--- src/rtl/branch_resolve.sv ---
// ----------------------------------------------------------------------------
// branch_resolve
//   Execute-stage branch resolution. Consumes the registered comparator flags
//   (eq / gts / gtu) with the branch funct3, PC, immediate and fetch
//   prediction. Decides taken / not-taken, computes the architecturally
//   correct next PC, flags mispredicts and holds a redirect request towards
//   fetch until fetch acknowledges it.
//
//   Ports
//     clk, rst_n          clock (rising edge), asynchronous active-low reset
//     in_valid/in_ready   op handshake; in_funct3, in_eq, in_gts, in_gtu,
//                         in_pc, in_imm, in_pred_taken are the op payload
//     flush               synchronous kill of a held, non-mispredicted result
//     out_valid/out_ready result handshake; out_taken, out_mispredict,
//                         out_illegal, out_next_pc are the result payload
//     redir_valid/redir_ack, redir_pc  redirect request to fetch
//
//   Optional build macro BRANCH_STATS_EN adds stat_clr, stat_branches and
//   stat_mispredicts (saturating 32-bit op / mispredict counters).
// ----------------------------------------------------------------------------
module branch_resolve #(
  parameter int XLEN = 32
) (
  input  logic            clk,
  input  logic            rst_n,
  input  logic            in_valid,
  output logic            in_ready,
  input  logic [2:0]      in_funct3,
  input  logic            in_eq,
  input  logic            in_gts,
  input  logic            in_gtu,
  input  logic [XLEN-1:0] in_pc,
  input  logic [XLEN-1:0] in_imm,
  input  logic            in_pred_taken,
  input  logic            flush,
  output logic            out_valid,
  input  logic            out_ready,
  output logic            out_taken,
  output logic            out_mispredict,
  output logic            out_illegal,
  output logic [XLEN-1:0] out_next_pc,
  output logic            redir_valid,
  output logic [XLEN-1:0] redir_pc,
  input  logic            redir_ack
`ifdef BRANCH_STATS_EN
  ,
  input  logic            stat_clr,
  output logic [31:0]     stat_branches,
  output logic [31:0]     stat_mispredicts
`endif
);

  typedef enum logic [1:0] {S_IDLE, S_RESP, S_REDIR} state_t;

  function automatic logic cond_taken(input logic [2:0] f3, input logic eq,
                                      input logic gts, input logic gtu);
    logic t;
    case (f3)
      3'b000:  t = eq;
      3'b001:  t = !eq;
      3'b100:  t = !gts && !eq;
      3'b101:  t = gts || eq;
      3'b110:  t = !gtu && !eq;
      3'b111:  t = gtu || eq;
      default: t = 1'b0;
    endcase
    return t;
  endfunction

  function automatic logic is_illegal(input logic [2:0] f3);
    return (f3 == 3'b010) || (f3 == 3'b011);
  endfunction

  // The offset is a signed quantity, but two's-complement addition modulo
  // 2^XLEN is identical to the unsigned add, so the wrap is silent.
  function automatic logic [XLEN-1:0] target_pc(input logic [XLEN-1:0] pc,
                                                input logic signed [XLEN-1:0] imm,
                                                input logic taken);
    return taken ? (pc + $unsigned(imm)) : (pc + XLEN'(4));
  endfunction

  state_t          state;
  logic            taken_p0, ill_p0, mis_p0;
  logic [XLEN-1:0] npc_p0;
  logic            taken_p1, ill_p1, mis_p1;
  logic [XLEN-1:0] npc_p1;
  logic            vld_p1;
  logic            ack_seen;
  logic            accept;

  // ---- stage p0: combinational resolve of the presented op ----
  always_comb begin
    taken_p0 = cond_taken(in_funct3, in_eq, in_gts, in_gtu);
    ill_p0   = is_illegal(in_funct3);
    mis_p0   = taken_p0 ^ in_pred_taken;
    npc_p0   = target_pc(in_pc, $signed(in_imm), taken_p0);
  end

  // A mispredicted result never releases in_ready: the redirect must be
  // handed to fetch before the next op may be resolved.
  always_comb begin
    case (state)
      S_IDLE:  in_ready = !flush;
      S_RESP:  in_ready = !mis_p1 && out_ready && !flush;
      default: in_ready = 1'b0;
    endcase
  end

  assign accept = in_valid && in_ready;

  // ---- stage p1: registered result and handshake FSM ----
  always_ff @(posedge clk or negedge rst_n) begin
    if (!rst_n) begin
      state    <= S_IDLE;
      ack_seen <= 1'b0;
      taken_p1 <= 1'b0;
      ill_p1   <= 1'b0;
      mis_p1   <= 1'b0;
      npc_p1   <= '0;
    end else begin
      if (accept) begin
        taken_p1 <= taken_p0;
        ill_p1   <= ill_p0;
        mis_p1   <= mis_p0;
        npc_p1   <= npc_p0;
        ack_seen <= 1'b0;
      end
      case (state)
        S_IDLE: begin
          if (accept) state <= S_RESP;
        end
        S_RESP: begin
          if (mis_p1) begin
            // Fetch may acknowledge before the result is consumed; remember it.
            ack_seen <= ack_seen || redir_ack;
            if (out_ready) state <= (ack_seen || redir_ack) ? S_IDLE : S_REDIR;
          end else if (accept) begin
            state <= S_RESP;
          end else if (out_ready || flush) begin
            state <= S_IDLE;
          end
        end
        S_REDIR: begin
          if (redir_ack) state <= S_IDLE;
        end
        default: state <= S_IDLE;
      endcase
    end
  end

  assign vld_p1         = (state == S_RESP);
  assign out_valid      = vld_p1;
  assign out_taken      = taken_p1;
  assign out_mispredict = mis_p1;
  assign out_illegal    = ill_p1;
  assign out_next_pc    = npc_p1;
  assign redir_pc       = npc_p1;
  assign redir_valid    = (vld_p1 && mis_p1 && !ack_seen) || (state == S_REDIR);

`ifdef BRANCH_STATS_EN
  function automatic logic [31:0] sat_inc(input logic [31:0] v);
    return (v == 32'hFFFF_FFFF) ? v : v + 32'd1;
  endfunction

  always_ff @(posedge clk or negedge rst_n) begin
    if (!rst_n) begin
      stat_branches    <= '0;
      stat_mispredicts <= '0;
    end else if (stat_clr) begin
      stat_branches    <= '0;
      stat_mispredicts <= '0;
    end else if (accept) begin
      stat_branches <= sat_inc(stat_branches);
      if (mis_p0) stat_mispredicts <= sat_inc(stat_mispredicts);
    end
  end
`endif

endmodule

--- config.mk ---
export PLATFORM = sky130hd
export DESIGN_NAME = branch_resolve
export DESIGN_NICKNAME = d
export VERILOG_FILES = /design/src/rtl/branch_resolve.sv
export SDC_FILE = /design/constraint.sdc
export NUM_CORES = 1
export LEC_CHECK = 0
export CORE_UTILIZATION = 23
export CTS_CLUSTER_SIZE = 40
export DETAILED_ROUTE_END_ITERATION = 8
export GPL_ROUTABILITY_DRIVEN = 0
export PLACE_DENSITY_LB_ADDON = 0.25
export SETUP_SLACK_MARGIN = 0.15
export SYNTH_ARGS = -nofsm -noshare
export SYNTH_HDL_FRONTEND = slang
export SYNTH_SLANG_ARGS = --single-unit
export TNS_END_PERCENT = 30
--- constraint.sdc ---
create_clock -name clk -period 1.9 [get_ports clk]
set_input_delay 0.38 -clock clk [delete_from_list [all_inputs] [get_ports clk]]
set_output_delay 0.38 -clock clk [all_outputs]
set_load 0.02 [all_outputs]
## Yosys cells after proc, flatten, opt, wreduce, memory -nomap -nowiden

Index checks and enable logic that the tools add are counted.

- Register bits after elaboration: 38
- Word-level logic and storage cells: 58

- Add/subtract/negate cells: 2
- Eq/ne operators: 13
- Mux-type cells: 14
- Bitwise gates (word level): 1
- Reduce and logical (&&, ||, !) cells: 22

Operators by type and width:

| cell | number |
|---|---|
| 32-bit by 3-bit adder with 32-bit output (second input constant) | 1 |
| 32-bit adder | 1 |
| 32-bit 2-to-1 mux | 1 |
| 2-bit 2-to-1 mux | 7 |
| 3-bit == test (second input constant) | 4 |
| 1-bit logical AND | 7 |
| 3-bit by 2-bit == test with 1-bit output (second input constant) | 2 |
| 1-bit logical NOT | 6 |
| 1-bit logical OR | 6 |
| 1-bit one-hot mux with 6 select lines | 1 |
| 2-bit one-hot mux with 3 select lines | 1 |
| 2-bit != test (second input constant) | 2 |
| 4-bit by 2-bit != test with 1-bit output (second input constant) | 1 |
| 4-bit AND reduction | 1 |
| 3-bit by 1-bit == test with 1-bit output (second input constant) | 1 |
| 3-bit logical NOT | 1 |
| 1-bit 2-to-1 mux | 3 |
| 3-bit != test (second input constant) | 1 |
| 2-bit by 1-bit == test with 1-bit output (second input constant) | 1 |
| 2-bit == test (second input constant) | 1 |
| 2-bit logical NOT | 1 |
| 1-bit one-hot mux with 2 select lines | 1 |
| 1-bit bitwise XOR | 1 |

## Depth between registers and ports, before layout

- Word-level depth: 8
- Depth in mapped cells: 11

## Worst setup path before layout

OpenSTA, ideal clock, no wires.

- Path type: input to register
- Start: input port in_pc[0]
- End: register npc_p1[18] (netlist: out_next_pc[18])
- Setup time: 0.118 ns
- Data arrival time: 2.575 ns
- Path slack: -0.793 ns
- Cell stages on the path: 11
- Cell sequence: ha_1 > fa_1 > a21o_1 > a221oi_2 > a21oi_2 > a31oi_4 > nor3b_1 > or3_1 > xor2_1 > o21ai_2 > nand2_1

- Cells in the longest elaborated chain, start to end: 2
- Elaborated cells between the ends (all ways): 3
- Those cells by class: add/sub (2); mux (1)

Ends and longest elaborated chain:

| item | RTL line | text |
|---|---|---|
| start, declared | 32 | `input logic [XLEN-1:0] in_pc,` |
| 32-bit by 3-bit adder with 32-bit output or 32-bit adder (tied branches) | 79 | `return taken ? (pc + $unsigned(imm)) : (pc + XLEN'(4));` |
| 32-bit 2-to-1 mux * | 79 |  |
| end signal, assigned | 125 | `npc_p1 <= npc_p0;` |
| end, declared | 86 | `logic [XLEN-1:0] npc_p1;` |

Every way passes the cells marked *; elsewhere a longest branch is shown, timed or not.
A chain may end at the register's enable or synchronous reset.

## Worst setup path after layout

- Start: input port in_imm[0]
- End: register npc_p1[26] (netlist: out_next_pc[26])

- Cells in the longest elaborated chain, start to end: 2

Ends and longest elaborated chain:

| item | RTL line | text |
|---|---|---|
| start, declared | 33 | `input logic [XLEN-1:0] in_imm,` |
| 32-bit adder | 79 |  |
| 32-bit 2-to-1 mux | 79 |  |

No other way between the ends.

==> results.md <==
* Count of hold buffers inserted by post-cts repair at 0
* Setup TNS at -10.25 ns
* Instance count of the mapped netlist at 541
* Outcome: finished with violations
* Tightest slew margin relative to the limit at 0.576
* Via count of the routed design at 4829
* Clock power frac at 0.152
* Cell leakage power at 3.37 nW
* Least-Margin Pin Slew at 0.637 ns
* Detail-routed via count per cell at 4.64
* Avg Cell Area, Syn at 7.82 um2
* Data arrival time of the critical path at 2.61 ns
* Final count of pins violating max slew at 0
* Number of enable flip-flop cells after synthesis at 0
* Switching Power at 2.32 mW
* Cell types with the largest area share after synthesis: sky130_fd_sc_hd__dfrtp_1, sky130_fd_sc_hd__ha_1, sky130_fd_sc_hd__a21oi_1, sky130_fd_sc_hd__buf_4, sky130_fd_sc_hd__nand2_1
* Filler cells at 1831
* Synthesized netlist net count at 651
* Count of antenna diodes in the layout at 0
* Combinational Power Share at 0.615
* WL per Instance at 15.1 um
* Number of nets in the layout at 920
* Signed area change from the synthesized netlist to the final layout at 77.2%
* Max Clock Skew at 0.00442 ns
* RSZ-0062 raised after global routing: yes
* Most common cell after layout, fill and taps aside: sky130_fd_sc_hd__buf_4
* Pint at 3.34 mW
* Horizontal extent of the die at 138 um
* Worst-Skew Late Latency at 0.28 ns
* VDD IR-drop max at 552 uV
* Vias in the first global route at 5017
* Clock tree from TritonCTS: built
* Total CTS buffers at 5
* Proportion of synthesized flip-flops having asynchronous set or reset at 1.00
* # DRC at 0
* CP Capture Type: flip-flop
* Fraction of layout cells with a size suffix above 1 at 0.345
* Violations in the final reports: negative setup slack
* WP data required at 2.05 ns
* Vertical extent of the die at 138 um
* Wire length of the first global-routing pass at 25.1 mm
* Register share of total power at 0.233
* Number of setup violations in the final report at 26
* Min cycle time layout at 2.46 ns
* Area of the mapped netlist at 4230 um2
* Detailed placer's ending HPWL at 12.7 mm
* Total Routing Usage GR at 0.169
* Top-Level Pins at 147
* Worst-case setup margin in the final layout at -0.561 ns
* Multi-input combinational cell area at 3360 um2
* Floorplan row count at 49
* Library cells used by synthesis at 60
* Commonest cells after routing, fill and taps aside: sky130_fd_sc_hd__buf_4, sky130_fd_sc_hd__clkdlybuf4s50_1, sky130_fd_sc_hd__nand2_1
* Start point of the critical path: in_imm[0]
* Critical path peak fanout at 4
* Startpoint of the worst register-to-register path: out_mispredict
* Maximum Capacitance Violations at 0
* Antenna violations before repair at 0
* Root buffer cell: sky130_fd_sc_hd__clkbuf_16
* IO buf count at 146
* Portion of synthesized cell area occupied by the leading cell type at 0.225
* Count of endpoints failing hold in the final timing report at 0
* Remaining global-route overflow at 0
* Worst-path clk slew at 0.06 ns
* Total die area at 18900 um2
* Core Util, Final at 0.416
* First drt pass iteration count at 4
* Primary FF master, synth: sky130_fd_sc_hd__dfrtp_1
* Share of the clock period used by the worst path at 1.30
* Total number of yosys warnings at 0
* CTS H-Tree Depth at 2
* Sinks on the clock net at 38
* Initial Util at 0.235
* Total of flip-flops plus latches after synthesis at 38
* Routed wire length at 15.7 mm
* Maximum number of pins on one net before global-route repair at 30
* Maximum achievable frequency at 406 MHz
* Synth area leader: sky130_fd_sc_hd__dfrtp_1
* Switching power as a share of total power at 0.410
* Core region area at 18000 um2
* Power density over the cells at 754 nW/um2
* Iter 0 DRT Violations at 194
* Number of routed nets with antenna violations at 0
* Bufs on Longest Clock Path at 2
* Share of the yosys chip area belonging to registers at 0.225
* Area taken by flip-flops and latches at 951 um2
* Register-to-Register Path Depth at 8
* Critical path startpoint category: input port
* Worst hold path class: input port to asynchronous set/reset pin
* Type of the worst setup path: input port to flip-flop
==> stage by stage <==
step	total power, mW	hold WS (ns)	std cells	area, um2	setup slack [ns]
2_1_floorplan	3.11	0.0844	541	4320	-0.629
3_3_place_gp	4.58	0.453	1006	6830	-1.27
3_5_place_dp	4.62	0.452	1006	6830	-1.32
4_1_cts	5.63	0.149	1033	7370	-0.557
5_1_grt	6.01	0.177	1040	7500	-0.672
6_report	5.66	0.118	1040	7500	-0.561
==> cells in the mapped netlist (3+ instances only) <==
| cell type | n |
|---|---|
| sky130_fd_sc_hd__a21o_1 | 17 |
| sky130_fd_sc_hd__nor3_1 | 10 |
| sky130_fd_sc_hd__and4_1 | 3 |
| sky130_fd_sc_hd__mux2i_1 | 4 |
| sky130_fd_sc_hd__ha_1 | 32 |
| sky130_fd_sc_hd__o221ai_1 | 5 |
| sky130_fd_sc_hd__clkbuf_1 | 18 |
| sky130_fd_sc_hd__dfrtp_1 | 38 |
| sky130_fd_sc_hd__and3_1 | 8 |
| sky130_fd_sc_hd__o22ai_1 | 3 |
| sky130_fd_sc_hd__o21a_1 | 9 |
| sky130_fd_sc_hd__and2_1 | 5 |
| sky130_fd_sc_hd__o211ai_1 | 3 |
| sky130_fd_sc_hd__o21bai_1 | 5 |
| sky130_fd_sc_hd__inv_1 | 12 |
| sky130_fd_sc_hd__nor2b_1 | 6 |
| sky130_fd_sc_hd__nand2_1 | 64 |
| sky130_fd_sc_hd__xnor2_1 | 27 |
| sky130_fd_sc_hd__nand2b_1 | 6 |
| sky130_fd_sc_hd__buf_4 | 33 |
| sky130_fd_sc_hd__nand4_1 | 11 |
| sky130_fd_sc_hd__a211oi_1 | 4 |
| sky130_fd_sc_hd__nand3_1 | 22 |
| sky130_fd_sc_hd__nor2_1 | 43 |
| sky130_fd_sc_hd__buf_2 | 4 |
| sky130_fd_sc_hd__a21oi_1 | 50 |
| sky130_fd_sc_hd__o21ai_0 | 34 |
| sky130_fd_sc_hd__xor2_1 | 27 |
==> metal layers <==
layer / GRT usage / routed length, um
met5: 0 / 0
met4: 0.0507 / 331
met3: 0.0132 / 484
met2: 0.292 / 7580
met1: 0.222 / 7320
==> timing repair <==
item / in CTS / in global routing
setup buffers: 19 / 7
endpoints found under the setup margin: 40 / 43
cloned: 0 / 0
resized for setup: 155 / 50
pin swaps: 53 / 38
==> power groups by stage <==
| stage | Sequential [mW] | Combinational (mW) | Clock (mW) |
|---|---|---|---|
| after floorplan | 1.56 | 1.56 | 0 |
| after global placement | 1.33 | 3.25 | 0 |
| after detailed placement | 1.35 | 3.27 | 0 |
| after CTS | 1.33 | 3.41 | 0.885 |
| after global routing | 1.36 | 3.73 | 0.920 |
| final | 1.32 | 3.48 | 0.862 |
==> final timing paths <==
check | endpoint | slack [ns]
max | out_next_pc[26] | -0.56
min | out_next_pc[24] | 0.12
max reg2reg | out_next_pc[19] | 0.13
min reg2reg | out_taken | 0.49
max in group asynchronous | out_next_pc[29] | 1.22
min in group clk | out_next_pc[0] | 0.40
==> sequential cells by signal, summed over array words and instances (netlist names) <==
| name | count |
|---|---|
| out_mispredict | 1 |
| out_taken | 1 |
| ack_seen | 1 |
| state | 2 |
| out_next_pc | 32 |
| out_illegal | 1 |
==> area by class of cell <==
class | instances | share of cell area
flip-flops and latches | 38 | 0.127
clock buffers | 7 | 0.0190
clock inverters | 1 | 0.000667
repair buffers | 317 | 0.362
inverters | 12 | 0.00601
well taps | 229 | 0.0382
multi-input cells | 436 | 0.448
==> critical path, cell delays in order <==
cell,delay (ns)
sky130_fd_sc_hd__buf_8,0.10
sky130_fd_sc_hd__ha_4,0.15
sky130_fd_sc_hd__fa_2,0.33
sky130_fd_sc_hd__a21o_1,0.20
sky130_fd_sc_hd__a221oi_4,0.30
sky130_fd_sc_hd__a21oi_2,0.13
sky130_fd_sc_hd__a31oi_4,0.26
sky130_fd_sc_hd__buf_6,0.15
sky130_fd_sc_hd__o31ai_4,0.07
sky130_fd_sc_hd__nor2_2,0.13
sky130_fd_sc_hd__o31ai_2,0.09
sky130_fd_sc_hd__xnor2_1,0.18
sky130_fd_sc_hd__o221ai_1,0.14
==> cells by family (layout without fill, tap and decap cells) <==
| group | after synthesis | count (layout) | synth area share |
|---|---|---|---|
| muxes | 4 | 4 | 0.00946 |
| xor gates and xnor gates | 54 | 54 | 0.112 |
| adders and majority gates | 33 | 33 | 0.0993 |
| buffers and inverters | 67 | 337 | 0.0899 |
| and+or+nand+nor | 188 | 188 | 0.212 |
| AOI/OAI and AO/OA | 157 | 157 | 0.253 |
| DFF | 38 | 38 | 0.225 |
Power figures use the tool's default switching activity.
